--- config.mk ---
export PLATFORM = sky130hd
export DESIGN_NAME = line_drawer
export DESIGN_NICKNAME = d
export VERILOG_FILES = /design/src/rtl/line_pkg.sv /design/src/rtl/line_drawer.sv
export SDC_FILE = /design/constraint.sdc
export NUM_CORES = 1
export LEC_CHECK = 0
export ABC_AREA = 1
export BUFFER_PORTS_ARGS = -buffer_cell sky130_fd_sc_hd__buf_4
export CAP_MARGIN = 25
export CORE_AREA = 10 10 118 200
export CTS_BUF_LIST = sky130_fd_sc_hd__clkbuf_4
export CTS_CLUSTER_DIAMETER = 80
export DETAILED_ROUTE_END_ITERATION = 12
export DIE_AREA = 0 0 128 210
export GPL_TIMING_DRIVEN = 0
export PLACE_DENSITY = 0.83
export SLEW_MARGIN = 15
export SYNTH_ARGS = -nofsm -noshare
export SYNTH_HDL_FRONTEND = slang
export SYNTH_SLANG_ARGS = --single-unit
--- constraint.sdc ---
create_clock -name clk -period 27.6 [get_ports clk]
set_input_delay 4.14 -clock clk [delete_from_list [all_inputs] [get_ports clk]]
set_output_delay 4.14 -clock clk [all_outputs]
set_load 0.01 [all_outputs]
--- src/rtl/line_pkg.sv ---
// Shared types for the line rasteriser, the animation datapath and the framebuffer.
package line_pkg;

    localparam int unsigned COORD_W = 11;

    typedef logic [COORD_W-1:0] coord_t;

    typedef enum logic [1:0] {
        StIdle,
        StSetup,
        StDraw,
        StDone
    } state_t;

endpackage

--- src/rtl/line_drawer.sv ---
// Bresenham line rasteriser: one framebuffer pixel coordinate per clock, drawn from
// the lower-x endpoint upwards (in the transposed frame for steep lines).
module line_drawer
    import line_pkg::*;
#(
    parameter int unsigned COORD_W = line_pkg::COORD_W
) (
    input  logic               clk,
    input  logic               reset,
    input  logic               start,
    input  logic [COORD_W-1:0] x0,
    input  logic [COORD_W-1:0] y0,
    input  logic [COORD_W-1:0] x1,
    input  logic [COORD_W-1:0] y1,
    output logic [COORD_W-1:0] x,
    output logic [COORD_W-1:0] y,
    output logic               pixel_valid,
    output logic               busy,
    output logic               done
);

    state_t state_q;

    // Endpoints latched on acceptance; later input changes are ignored.
    logic [COORD_W-1:0] x0_q, y0_q, x1_q, y1_q;

    // Running point in the (possibly transposed) frame.
    logic [COORD_W-1:0] cx_q, cy_q, xend_q;
    logic signed [COORD_W:0] dx_q, dy_q, err_q;
    logic ystep_neg_q;
    logic steep_q;

    // Setup results, derived combinationally from the latched endpoints.
    logic [COORD_W-1:0] adx, ady;
    logic [COORD_W-1:0] tx0, ty0, tx1, ty1;
    logic [COORD_W-1:0] sx0, sy0, sx1, sy1;
    logic               steep;
    logic signed [COORD_W:0] dx_s, dy_s, err_s;
    logic               ystep_neg_s;

    // Draw-step results for the next pixel.
    logic [COORD_W-1:0] nx, ny;
    logic signed [COORD_W:0] err_add, err_nx;

    // Setup: steepness test, transpose, order by x, deltas and initial error.
    always_comb begin
        adx = (x1_q >= x0_q) ? x1_q - x0_q : x0_q - x1_q;
        ady = (y1_q >= y0_q) ? y1_q - y0_q : y0_q - y1_q;
        steep = ady > adx;
        tx0 = steep ? y0_q : x0_q;
        ty0 = steep ? x0_q : y0_q;
        tx1 = steep ? y1_q : x1_q;
        ty1 = steep ? x1_q : y1_q;
        if (tx0 > tx1) begin
            sx0 = tx1;
            sy0 = ty1;
            sx1 = tx0;
            sy1 = ty0;
        end else begin
            sx0 = tx0;
            sy0 = ty0;
            sx1 = tx1;
            sy1 = ty1;
        end
        dx_s = $signed({1'b0, sx1 - sx0});
        dy_s = $signed({1'b0, (sy1 >= sy0) ? sy1 - sy0 : sy0 - sy1});
        ystep_neg_s = !(sy0 < sy1);
        err_s = '0 - (dx_s >>> 1);
    end

    // Draw step: advance the major axis, step the minor axis when error turns non-negative.
    always_comb begin
        nx = cx_q + 1'b1;
        err_add = err_q + dy_q;
        ny = cy_q;
        err_nx = err_add;
        if (!err_add[COORD_W]) begin
            ny = ystep_neg_q ? cy_q - 1'b1 : cy_q + 1'b1;
            err_nx = err_add - dx_q;
        end
    end

    // Control FSM with registered outputs; reset clears everything asynchronously.
    always_ff @(posedge clk or posedge reset) begin
        if (reset) begin
            state_q     <= StIdle;
            x0_q        <= '0;
            y0_q        <= '0;
            x1_q        <= '0;
            y1_q        <= '0;
            cx_q        <= '0;
            cy_q        <= '0;
            xend_q      <= '0;
            dx_q        <= '0;
            dy_q        <= '0;
            err_q       <= '0;
            ystep_neg_q <= 1'b0;
            steep_q     <= 1'b0;
            x           <= '0;
            y           <= '0;
            pixel_valid <= 1'b0;
            busy        <= 1'b0;
            done        <= 1'b0;
        end else begin
            unique case (state_q)
                StIdle: begin
                    if (start) begin
                        x0_q    <= x0;
                        y0_q    <= y0;
                        x1_q    <= x1;
                        y1_q    <= y1;
                        busy    <= 1'b1;
                        state_q <= StSetup;
                    end
                end
                StSetup: begin
                    cx_q        <= sx0;
                    cy_q        <= sy0;
                    xend_q      <= sx1;
                    dx_q        <= dx_s;
                    dy_q        <= dy_s;
                    err_q       <= err_s;
                    ystep_neg_q <= ystep_neg_s;
                    steep_q     <= steep;
                    // First pixel is presented straight out of setup so there is no bubble.
                    x           <= steep ? sy0 : sx0;
                    y           <= steep ? sx0 : sy0;
                    pixel_valid <= 1'b1;
                    state_q     <= StDraw;
                end
                StDraw: begin
                    if (cx_q == xend_q) begin
                        pixel_valid <= 1'b0;
                        done        <= 1'b1;
                        state_q     <= StDone;
                    end else begin
                        cx_q  <= nx;
                        cy_q  <= ny;
                        err_q <= err_nx;
                        x     <= steep_q ? ny : nx;
                        y     <= steep_q ? nx : ny;
                    end
                end
                StDone: begin
                    done    <= 1'b0;
                    busy    <= 1'b0;
                    state_q <= StIdle;
                end
                default: state_q <= StIdle;
            endcase
        end
    end

endmodule

# After elaboration in Yosys (flattened, before gate mapping)

Index checks and enable logic that the tools add are counted.

Register bits after elaboration: 140
Latch bits: 0
RAM bits: 0
Memory bits (read-only): 0
Input port bits: 47
Word-level logic and storage cells: 92
Memories: 0

Add/subtract/negate cells: 13
Multipliers: 0
Div/mod/pow operators: 0
$lt $le $gt $ge: 6
Equality and inequality tests: 7
Shifts and indexed selects: 0
Muxes and demuxes: 37
Bitwise gates (word level): 0
Reduce and logical (&&, ||, !) cells: 11

Operators by type and width:

| cell                    | count |
|---|---|
| $mux W11                | 21 |
| $pmux W11 S2            | 4 |
| $sub A11 B11 Y11        | 7 |
| $ge A11 B11 Y1          | 3 |
| $mux W12                | 2 |
| $pmux W12 S2            | 1 |
| $add A11 B1 Y11 const B | 2 |
| $gt A11 B11 Y1          | 2 |
| $add A12 B12 Y12        | 1 |
| $reduce_and A2 Y1       | 6 |
| $sub A12 B12 Y12        | 1 |
| $eq A11 B11 Y1          | 1 |
| $lt A11 B11 Y1          | 1 |
| $sub A1 B10 Y11 const A | 1 |
| $sub A11 B1 Y11 const B | 1 |
| $pmux W2 S4             | 1 |
| $ne A2 B2 Y1 const B    | 3 |
| $pmux W1 S2             | 3 |
| $reduce_bool A2 Y1      | 3 |
| $eq A2 B2 Y1 const B    | 2 |
| $mux W2                 | 2 |
| $mux W1                 | 3 |
| $eq A2 B1 Y1 const B    | 1 |
| $logic_not A2 Y1        | 1 |
| $logic_not A1 Y1        | 1 |

# Logic depth before layout (Yosys ltp)

Word-level depth: 9
Gate-level depth with buffers: 61
Mapped depth without buffers: 52

# Worst setup path after synthesis

No wires, ideal clock.

Path kind: reg-to-reg
Start point: register y0_q[4]
End point: register dy_q[2]
Arrival: 8.880 ns
Setup slack: 18.638 ns
Cell stages (with the launch flop): 60
Path buffers: 12
Period minus slack after synthesis: 8.962 ns
Cells stage by stage: dfrtp_1 -> inv_1 -> ha_1 -> clkbuf_1 -> nand2_1 -> nor2_1 -> nand2_1 -> o211a_1 -> o21ai_0 -> a21o_1 -> a21oi_1 -> nand2_1 -> clkbuf_1 -> o21ai_0 -> nand2_1 -> xnor2_1 -> inv_1 -> ha_1 -> [... 24 more ...] -> buf_6 -> clkbuf_1 -> o21ai_0 -> inv_1 -> ha_1 -> nand2_1 -> o21ai_0 -> nand3_1 -> a21oi_1 -> a211oi_1 -> o21ai_0 -> a221oi_1 -> nand2_1 -> clkbuf_1 -> o21ai_0 -> inv_1 -> or2_2 -> a31oi_1

Longest elaborated chain between the ends: 8

Ends and longest elaborated chain:

| element                                                   | line                                 | source |
|---|---|---|
| start, declared                                           | line_drawer.sv:25                    | `logic [COORD_W-1:0] x0_q, y0_q, x1_q, y1_q;` |
| start signal, assigned                                    | line_drawer.sv:109                   | `y0_q <= y0;` |
| $sub A11 B11 Y11 / $ge A11 B11 Y1 (equally long branches) | line_drawer.sv:48                    | `ady = (y1_q >= y0_q) ? y1_q - y0_q : y0_q - y1_q;` |
| $mux W11                                                  | line_drawer.sv:48                    |  |
| $gt A11 B11 Y1                                            | line_drawer.sv:49                    | `steep = ady > adx;` |
| $mux W11 (on tied branches)                               | line_drawer.sv:50, line_drawer.sv:52 |  |
| $gt A11 B11 Y1                                            | line_drawer.sv:54                    | `if (tx0 > tx1) begin` |
| $mux W11                                                  | line_drawer.sv:54                    |  |
| $sub A11 B11 Y11 / $ge A11 B11 Y1 (equally long branches) | line_drawer.sv:66                    | `dy_s = $signed({1'b0, (sy1 >= sy0) ? sy1 - sy0 : sy0 - sy1});` |
| $mux W11 *                                                | line_drawer.sv:66                    |  |
| end signal, assigned                                      | line_drawer.sv:121                   | `dy_q <= dy_s;` |
| end, declared                                             | line_drawer.sv:29                    | `logic signed [COORD_W:0] dx_q, dy_q, err_q;` |

Mark *: on every way between the ends. The rest lies on a longest branch, timed or not.
A chain may end at the register's enable or synchronous reset.

# Worst setup path after layout

Start point: register y0_q[1]
End point: register dy_q[8]

Same word-level chain as after synthesis.

==> results.md <==
- Syn Nets: between 2k and 2.5k
- Clk_skew: ~0.021 ns
- Crit Path Max Fanout: 10
- DRC viols: 0
- Asr flop ratio synth: 1.00
- Crit share post-route: 0.442
- Syn Inst Count: about 1.9k
- CTS tree: done
- Hpwl dp: 40000 µm
- CTS H-Tree Depth: 4
- Fin. Hold Viols: 0
- Setup TNS: 0 ns
- Layout cells sized above 1: 0.0980
- Clock sink count: 140
- Area grow syn2layout: 8.73%
- Routed length per instance: ~22 µm
- # Max-Cap Violations: 0
- Stages on worst setup path: 57
- Synth area leaders: dfrtp_1, nand2_1, ha_1
- Fillers: between 1.5k and 2k
- FMAX: ~82 MHz
- Max reg flops: 12
- Min cycle time layout: approximately 12 ns
- Crit end category: register
- Rel. slew slack: 0.274
- Vias in the first global route: about 14k
- Most used cell, CP: nand2_1
- WS Path Type: register to register
- # IOs: approximately 70
- Final ANT Viol Nets: 0
- Final net count: 2125
- Vias per cell: between 6 and 7
- Status: finished, final reports clean
- CP Data Arrival Time: ~13 ns
- Worst Path Buf+Inv: 17
- Share of the synthesized area in the top cell type: 0.272
- Number of synthesized flops with an enable pin: 0
- # setup viols final: 0
- Antenna violations before repair: 1
- Critical Path RT: 28.16 ns
- Final hold slack: ~0.51 ns
- Yosys warns: 0
- Largest net degree at the start of global routing: 97
- DRT iter0 DRCs: between 1k and 1.5k
- Most flop-heavy register: err_q
- Top Family by Delay on Critical Path: buffers and inverters
- Yosys top cell by area: dfrtp_1
- Worst reg-to-reg path cell count: 57
- Grt ovf: 0
- Die area: around 27000 µm²
- Yosys reg bits: 140
- Wire length of the first global-routing pass: ~76000 µm
- Post-synthesis area per instance: 6.95 µm²
- CTS max path bufs: 2
- Routed WL: 49300 µm
- Main synth FF type: dfrtp_1
- Sequential share of the synthesized area: 0.272
- Critical path launch point type: register
- Most frequent cell after synthesis: nand2_1
- Cts repair resizes: 0
- Placer Congestion: around 1.0
- Pre-CTS setup slack: approximately 16 ns
- Cell row count: 69
- Reg2reg setup slack: ~15 ns
- Die Ht: 210 µm
- Netlist cell types: between 50 and 60
- PortBufs: 71
- # Post-CTS Setup Buffers: 0
- Slowest-stage cell, CP: o21ai_1
- RSZ-0062 raised after global routing: false
- Tot GR Track Use: 0.369
- Clock buffer count from CTS: 17
- Commonest cells post-synth: nand2_1, inv_1, o21ai_0
- Worst slew pin tran: 1.08 ns
- DR vias: ~14k
- Critical Path Max Stage Delay: slightly below 0.9 ns
- Initial Util: 0.637
- Worst-path clk slew: about 0.13 ns
- Root buffer cell: clkbuf_4
- HP Class: register to register
- Synth Cell Area: around 13000 µm²
- Core area: around 20000 µm²
- Final WS setup: 15.40 ns
- Die Width: ~130 µm
- Slew Limit Fails: 0
- DR pass1 iterations: 7
- Skew-Pair Late Insertion Delay: around 0.61 ns
- Cts-stage hold buffer count: 0
- Worst hold path stage count: 2
worst min-delay path, stage by stage, from the launching register on:
cell,delay (ns)
dfrtp_1,0.37
nand2_1,0.05
o21ai_0,0.06
path summary, 6_finish.rpt:
kind                            startpoint       to
min in group asynchronous            reset  y0_q[0]
worst min-delay path               dx_q[5]  dx_q[5]
max in group asynchronous            reset     y[3]
worst max register to register     y0_q[1]  dy_q[8]
worst min register to register     dx_q[5]  dx_q[5]
worst max-delay path               y0_q[1]  dy_q[8]
metal layers:
| metal | share of wire | track usage |
|---|---|---|
| met1 | 0.31 | 0.326 |
| met4 | 0.10 | 0.336 |
| met5 | 0 | 0 |
| met3 | 0.056 | 0.0641 |
| met2 | 0.53 | 0.681 |
cell families (layout without fill, tap and decap cells):
| family | Yosys count | in the layout | synth area share |
|---|---|---|---|
| other | 0 | 1 | 0 |
| AND/OR/NAND/NOR | 698 | 698 | 0.236 |
| adder cells (fa/ha/maj) | 131 | 131 | 0.133 |
| buffers and inverters | 342 | 447 | 0.104 |
| flip-flops | 140 | 140 | 0.272 |
| XOR/XNOR | 57 | 57 | 0.0388 |
| multiplexers | 7 | 7 | 0.00544 |
| AO/OA/AOI/OAI | 479 | 479 | 0.212 |
layout by cell type, fill, tap and decap left out, types with 4 or more instances in the layout:
cell type  instances
a211oi_1           4
a21oi_1           99
a21oi_2            4
a221oi_1           5
a31oi_1           35
buf_2              6
buf_4             73
clkbuf_1          67
clkbuf_4          17
clkinv_1           6
clkinv_2           5
dfrtp_1          140
fa_1               9
ha_1             122
inv_1            249
inv_2             10
mux2i_1            7
nand2_1          445
nand2_2           34
nand2_4            6
nand3_1           70
nand3_2            4
nand4_1            9
nor2_1            96
nor2_4             5
nor3_1            10
o211ai_1          55
o21ai_0          234
o21ai_1           11
o22ai_1            4
or2_2              7
xnor2_1           17
xor2_1            40
per-stage QoR:
step / instances / util / instance area (µm²)
2_1_floorplan: 1854 / - / 12900
3_3_place_gp: 2173 / 0.679 / 13700
3_5_place_dp: 2176 / 0.681 / 13800
4_1_cts: 2207 / 0.693 / 14000
5_1_grt: 2208 / 0.693 / 14000
6_report: 2208 / 0.693 / 14000
cell type report:
| class | instances | area [µm²] | share of cell area |
|---|---|---|---|
| Antenna cell | 1 | 2.50 | 0.000179 |
| Buffer | 79 | 348 | 0.0248 |
| Clock buffer | 17 | 128 | 0.00912 |
| Clock inverter | 14 | 105 | 0.00751 |
| Inverter | 263 | 996 | 0.0711 |
| Multi-Input combinational cell | 1372 | 8040 | 0.574 |
| Sequential cell | 140 | 3500 | 0.250 |
| Tap cell | 248 | 310 | 0.0222 |
| Timing Repair Buffer | 74 | 571 | 0.0408 |
Power is left out: the tool's default activity adds up to more than one toggle a clock period on the data nets, which glitch-free logic cannot reach.
